File: src/rtl/prog_loader_pkg.sv
// Shared types and constants for the UART program loader.
// Optional checksum stage is enabled with PROG_LOADER_CHECKSUM_EN.
package prog_loader_pkg;

    localparam int unsigned MAX_INST_DEF = 200;
    localparam int unsigned WORD_BYTES   = 4;
    localparam int unsigned BYTE_CNT_W   = 2;
    localparam int unsigned WORD_W       = 32;

    typedef enum logic [2:0] {
        ST_HEADER,
        ST_BODY,
`ifdef PROG_LOADER_CHECKSUM_EN
        ST_CHECK,
`endif
        ST_DONE,
        ST_ERROR
    } state_e;

endpackage

File: src/rtl/byte_packer.sv
// Shifts received bytes into a big-endian word; the word is complete on the
// strobe that carries the last byte, so it is presented combinationally.
module byte_packer
    import prog_loader_pkg::*;
(
    input  logic              CLK,
    input  logic              RST_N,
    input  logic              clr,
    input  logic              shift_en,
    input  logic              last,
    input  logic [7:0]        byte_in,
    output logic [WORD_W-1:0] word_c,
    output logic              complete_c
);

    localparam int unsigned PART_W = (WORD_BYTES - 1) * 8;

    logic [PART_W-1:0] partial;

    always_ff @(posedge CLK or negedge RST_N) begin
        if (!RST_N) begin
            partial <= '0;
        end else if (clr) begin
            partial <= '0;
        end else if (shift_en) begin
            partial <= {partial[PART_W-9:0], byte_in};
        end
    end

    assign word_c     = {partial, byte_in};
    assign complete_c = shift_en & last;

endmodule

File: src/rtl/prog_loader.sv
// Loads a big-endian word-count-prefixed program from a UART byte stream
// into instruction memory. PROG_LOADER_CHECKSUM_EN adds a trailing XOR byte.
module prog_loader
    import prog_loader_pkg::*;
#(
    parameter int unsigned MAX_INST = MAX_INST_DEF,
    parameter int unsigned ADDR_W   = 8
) (
    input  logic              CLK,
    input  logic              RST_N,
    input  logic              rx_valid,
    input  logic [7:0]        rx_data,
    input  logic              restart,
    output logic              wr_en,
    output logic [ADDR_W-1:0] wr_addr,
    output logic [31:0]       wr_data,
    output logic              busy,
    output logic              done,
    output logic              err
);

    state_e                 state;
    logic [BYTE_CNT_W-1:0]  byte_cnt;
    logic [ADDR_W-1:0]      word_idx;
    logic [ADDR_W-1:0]      last_idx;
    logic [WORD_W-1:0]      word_c;
    logic                   complete_c;
    logic                   active_c;
    logic                   take_c;
    logic                   last_byte_c;
`ifdef PROG_LOADER_CHECKSUM_EN
    logic [7:0]             xor_q;
`endif

    // Bytes are only consumed while loading; restart drops a coincident byte.
`ifdef PROG_LOADER_CHECKSUM_EN
    assign active_c = (state == ST_HEADER) || (state == ST_BODY) || (state == ST_CHECK);
`else
    assign active_c = (state == ST_HEADER) || (state == ST_BODY);
`endif
    assign take_c      = rx_valid & ~restart & active_c;
    assign last_byte_c = (byte_cnt == BYTE_CNT_W'(WORD_BYTES - 1));

    byte_packer u_packer (
        .CLK        (CLK),
        .RST_N      (RST_N),
        .clr        (restart),
        .shift_en   (take_c),
        .last       (last_byte_c),
        .byte_in    (rx_data),
        .word_c     (word_c),
        .complete_c (complete_c)
    );

    always_ff @(posedge CLK or negedge RST_N) begin
        if (!RST_N) begin
            state    <= ST_HEADER;
            byte_cnt <= '0;
            word_idx <= '0;
            last_idx <= '0;
            wr_en    <= 1'b0;
            wr_addr  <= '0;
            wr_data  <= '0;
            busy     <= 1'b0;
            done     <= 1'b0;
            err      <= 1'b0;
`ifdef PROG_LOADER_CHECKSUM_EN
            xor_q    <= '0;
`endif
        end else begin
            wr_en <= 1'b0;
            if (restart) begin
                state    <= ST_HEADER;
                byte_cnt <= '0;
                word_idx <= '0;
                last_idx <= '0;
                busy     <= 1'b0;
                done     <= 1'b0;
                err      <= 1'b0;
`ifdef PROG_LOADER_CHECKSUM_EN
                xor_q    <= '0;
`endif
            end else if (take_c) begin
                byte_cnt <= byte_cnt + BYTE_CNT_W'(1);
                busy     <= 1'b1;
`ifdef PROG_LOADER_CHECKSUM_EN
                xor_q    <= xor_q ^ rx_data;
`endif
                case (state)
                    ST_HEADER: begin
                        if (complete_c) begin
                            if (word_c > WORD_W'(MAX_INST)) begin
                                state <= ST_ERROR;
                                err   <= 1'b1;
                                busy  <= 1'b0;
                            end else if (word_c == '0) begin
`ifdef PROG_LOADER_CHECKSUM_EN
                                state <= ST_CHECK;
`else
                                state <= ST_DONE;
                                done  <= 1'b1;
                                busy  <= 1'b0;
`endif
                            end else begin
                                state    <= ST_BODY;
                                word_idx <= '0;
                                last_idx <= ADDR_W'(word_c - WORD_W'(1));
                            end
                        end
                    end
                    ST_BODY: begin
                        if (complete_c) begin
                            wr_en    <= 1'b1;
                            wr_addr  <= word_idx;
                            wr_data  <= word_c;
                            word_idx <= word_idx + ADDR_W'(1);
                            if (word_idx == last_idx) begin
`ifdef PROG_LOADER_CHECKSUM_EN
                                state <= ST_CHECK;
`else
                                state <= ST_DONE;
                                done  <= 1'b1;
                                busy  <= 1'b0;
`endif
                            end
                        end
                    end
`ifdef PROG_LOADER_CHECKSUM_EN
                    // Running XOR including this byte must cancel to zero.
                    ST_CHECK: begin
                        busy <= 1'b0;
                        if ((xor_q ^ rx_data) == 8'h00) begin
                            state <= ST_DONE;
                            done  <= 1'b1;
                        end else begin
                            state <= ST_ERROR;
                            err   <= 1'b1;
                        end
                    end
`endif
                    default: ;
                endcase
            end
        end
    end

endmodule

File: config.mk
export PLATFORM = sky130hd
export DESIGN_NAME = prog_loader
export DESIGN_NICKNAME = d
export VERILOG_FILES = /design/src/rtl/prog_loader_pkg.sv /design/src/rtl/byte_packer.sv /design/src/rtl/prog_loader.sv
export SDC_FILE = /design/constraint.sdc
export NUM_CORES = 1
export LEC_CHECK = 0
export ABC_CLOCK_PERIOD_IN_PS = 2900
export CAP_MARGIN = 20
export CORE_MARGIN = 5
export CORE_UTILIZATION = 58
export CTS_CLUSTER_DIAMETER = 200
export DETAILED_ROUTE_END_ITERATION = 7
export PLACE_DENSITY = 0.84
export SLEW_MARGIN = 30
export SYNTH_ARGS = -nofsm -noshare
export SYNTH_HDL_FRONTEND = slang
export SYNTH_SLANG_ARGS = --single-unit
File: constraint.sdc
create_clock -name CLK -period 2.9 [get_ports CLK]
set_clock_uncertainty 0.05 [all_clocks]
set_input_delay 0.58 -clock CLK [delete_from_list [all_inputs] [get_ports CLK]]
set_output_delay 0.58 -clock CLK [all_outputs]
set_load 0.005 [all_outputs]
==> impl_metrics.py <==
metrics = {
    "placed_design": {
        "place_congestion": 0.860,
        "hpwlAfterDp_mm": 6.03,
        "portBuffers": 55,
    },
    "yosys": {
        "synth_edf_count": 0,
        "syn_nets": 382,
        "synth_area_um2": 3940,
        "synth_xor_area_share_pct": 3.34,
        "yosys-top-cells-area": "dfrtp_1, mux2_2, nand2_1",
        "synth_top_area_cell": "dfrtp_1",
        "postSynth.asyncResetShare_pct": 100,
        "synth.area.mux_share_pct": 11.4,
        "ys_seq_elements": 88,
        "seq_area_frac_synth_pct": 55.9,
        "postSynthCellCount": 366,
        "yosys_warnings": 0,
        "ys.flop_type": "dfrtp_1",
        "synth_top_family_by_area": "simple AND/OR/NAND/NOR gates",
        "synth-simple-area-share_pct": 12.8,
        "yosysMostFrequentCell": "dfrtp_1",
        "synthAdderAreaFrac_pct": 1.27,
        "synth.top_cell.area_share_pct": 55.9,
        "synth_common_cells": "dfrtp_1, nand2_1, mux2_2, a21oi_1, clkbuf_1",
        "synth_area_per_cell_um2": 10.8,
        "synthDistinctLibCells": 37,
        "synth_compound_area_share_pct": 12.2,
    },
    "power": {
        "powerDensity_nw_per_um2": 511,
        "ir_drop_uv": 308,
        "pwr-share-comb_pct": 6.7,
        "seqPwrFrac_pct": 51.0,
        "power.switching_mw": 0.593,
        "power_leakage_nw": 2.12,
        "internal_power_mw": 1.88,
        "swShare_pct": 24.0,
        "clockPowerShare_pct": 42.3,
    },
    "critical_path": {
        "start_kind": "input pin",
        "cp_num_cells": 9,
        "crit_buf_inv": 3,
        "worstPathMaxFanout": 8,
        "reg2reg_depth": 5,
        "crit_type": "in -> reg",
        "worstPathRequired_ps": 3100,
        "critical_path.slowest_cell": "clkdlybuf4s50_1",
        "endpoint_kind": "register",
        "critPathTopFamily": "compound AO/OA/AOI/OAI gates",
        "path_cells": "clkdlybuf4s50_1, inv_1, ha_1, nor2b_1, o21ai_1, a311o_1, nor2_1, buf_4, a311oi_1",
        "arrival_ps": 2740,
        "slowest_delay_ps": 520,
    },
    "sta": {
        "rsz0062_at_grt": "false",
        "setup_violations": 0,
        "min_period_ps": 2540,
        "slew_viol_final": 0,
        "hold_viol_final": 0,
        "relSlewSlack_pct": 45.8,
        "worst_hold_slack_ps": 176,
        "fin_crit_sh_pct": 87.4,
        "setup_tns_ps": 0,
        "fmax_mhz": 394,
        "worst-slew-pin-transition_ps": 811,
    },
    "global_route": {
        "grtUsageTotal_pct": 22.5,
        "grt_pass1_wl_mm": 15.4,
        "overflow": 0,
        "antenna_found_initial": 0,
        "grt_max_degree": 49,
        "grt_pass1_vias": 3074,
    },
    "floorplan": {
        "start_util_pct": 58.9,
        "dieArea_um2": 8530,
        "chipWidth_um": 92.4,
        "rows": 30,
        "core_um2": 6680,
        "die_h_um": 92.4,
        "io_pins": 56,
    },
    "cts": {
        "numCtsBuffers": 9,
        "cts_tree": "built",
        "clkTransAtPathRegs_ps": 90,
        "clockBufferDepth": 2,
        "post_cts_resized": 0,
        "root_buffer": "clkbuf_8",
        "htree_levels": 3,
        "clk_latency_ps": 360,
        "cts-hold-fix-buffers": 0,
        "post-cts-setup-buffer-count": 0,
        "clock-sinks": 88,
    },
    "detailed_routing": {
        "drc": 0,
        "viasPerCell": 6.15,
        "drtPass1Iterations": 6,
        "postRouteAntennaNets": 0,
        "via_count": 3089,
        "routed_wl_mm": 9.05,
        "initialDrtViolationCount": 271,
        "wl_per_cell_um": 18.0,
    },
    "min_path": {
        "min_path_type": "in -> async",
    },
    "flow_run": {
        "drv_cap": 0,
    },
    "outcome": {
        "outcome": "finished clean",
    },
    "finish": {
        "diodes": 0,
        "fin_nets": 433,
        "finish.utilization_pct": 72.5,
        "drive_gt1_share_pct": 16.4,
        "area_growth_pct": 23.0,
    },
}
-- metrics by stage --
stage / worst slack [ps] / std cells / total power, mW / cell area [um^2]
after floorplan: 827 / 366 / 1.36 / 3940
after global placement: 181 / 486 / 1.44 / 4590
after detailed placement: 66.7 / 486 / 1.45 / 4590
after CTS: 389 / 502 / 2.48 / 4840
after global routing: 282 / 502 / 2.55 / 4840
final: 364 / 502 / 2.47 / 4840
-- cells in the final DEF, fill, tap and decap left out, types with 3 or more instances in the layout --
cell type / instances
nand4_1: 5
a22oi_1: 5
o22ai_1: 6
nor4_1: 7
xnor2_1: 13
dfrtp_1: 88
o31ai_1: 4
nand3_1: 14
a21oi_1: 38
nor2_1: 12
a211oi_1: 6
inv_1: 5
nor2b_1: 4
ha_1: 4
clkbuf_8: 9
bufinv_16: 3
o21ai_0: 7
nand2_1: 58
clkdlybuf4s50_1: 54
mux2_2: 40
buf_4: 9
-- cell type report --
class,instances,area [um^2]
clock buffers,9,124
well taps,80,100
inverters,5,18.8
fillers,460,1840
repair buffers,65,648
multi-input cells,248,1620
flip-flops and latches,88,2200
clock inverters,7,126
-- logic make-up (layout without fill, tap and decap cells) --
group / Yosys count / after routing
compound gates: 78 / 78
xor+xnor: 15 / 15
fa+ha+maj: 4 / 4
buf+inv: 30 / 86
flops: 88 / 88
mux: 40 / 40
simple gates: 111 / 111
-- state kept, by name, summed over array words and instances, names as in the netlist --
signal and cells:
last_idx 8, state 2, done 1, busy 1, wr_addr 8, wr_data 32
wr_en 1, byte_cnt 2, err 1, u_packer.partial 24, word_idx 8
-- worst register-to-register path: stages (launching register included) --
cell      delay [ps]
dfrtp_1          450
nor4_1           410
nand4_1          300
a311o_1          500
nor2_1           380
a311oi_1         150
-- power by group through the flow --
stage | combinational, mW | clock, mW | sequential, mW
CTS | 0.165 | 1.05 | 1.26
finish | 0.166 | 1.05 | 1.26
global placement | 0.159 | 0 | 1.28
detailed placement | 0.163 | 0 | 1.28
floorplan | 0.0811 | 0 | 1.28
global route | 0.184 | 1.10 | 1.26
-- routing by layer --
layer  GRT usage [%]  wire [um]
met1            31.6       3950
met5               0          0
met2            34.9       4310
met4            7.05        161
met3            5.12        633
-- path summary, 6_finish.rpt --
| check | startpoint | endpoint | slack, ps |
|---|---|---|---|
| min in group CLK | done | done | 450 |
| setup reg to reg | u_packer.partial[12] | last_idx[3] | 520 |
| setup / recovery | rx_data[0] | word_idx[6] | 360 |
| hold reg to reg | done | done | 450 |
| max in group asynchronous | RST_N | wr_data[8] | 1980 |
| hold / removal | RST_N | state[0] | 180 |
Note: power is estimated with default switching activity, not from simulation.
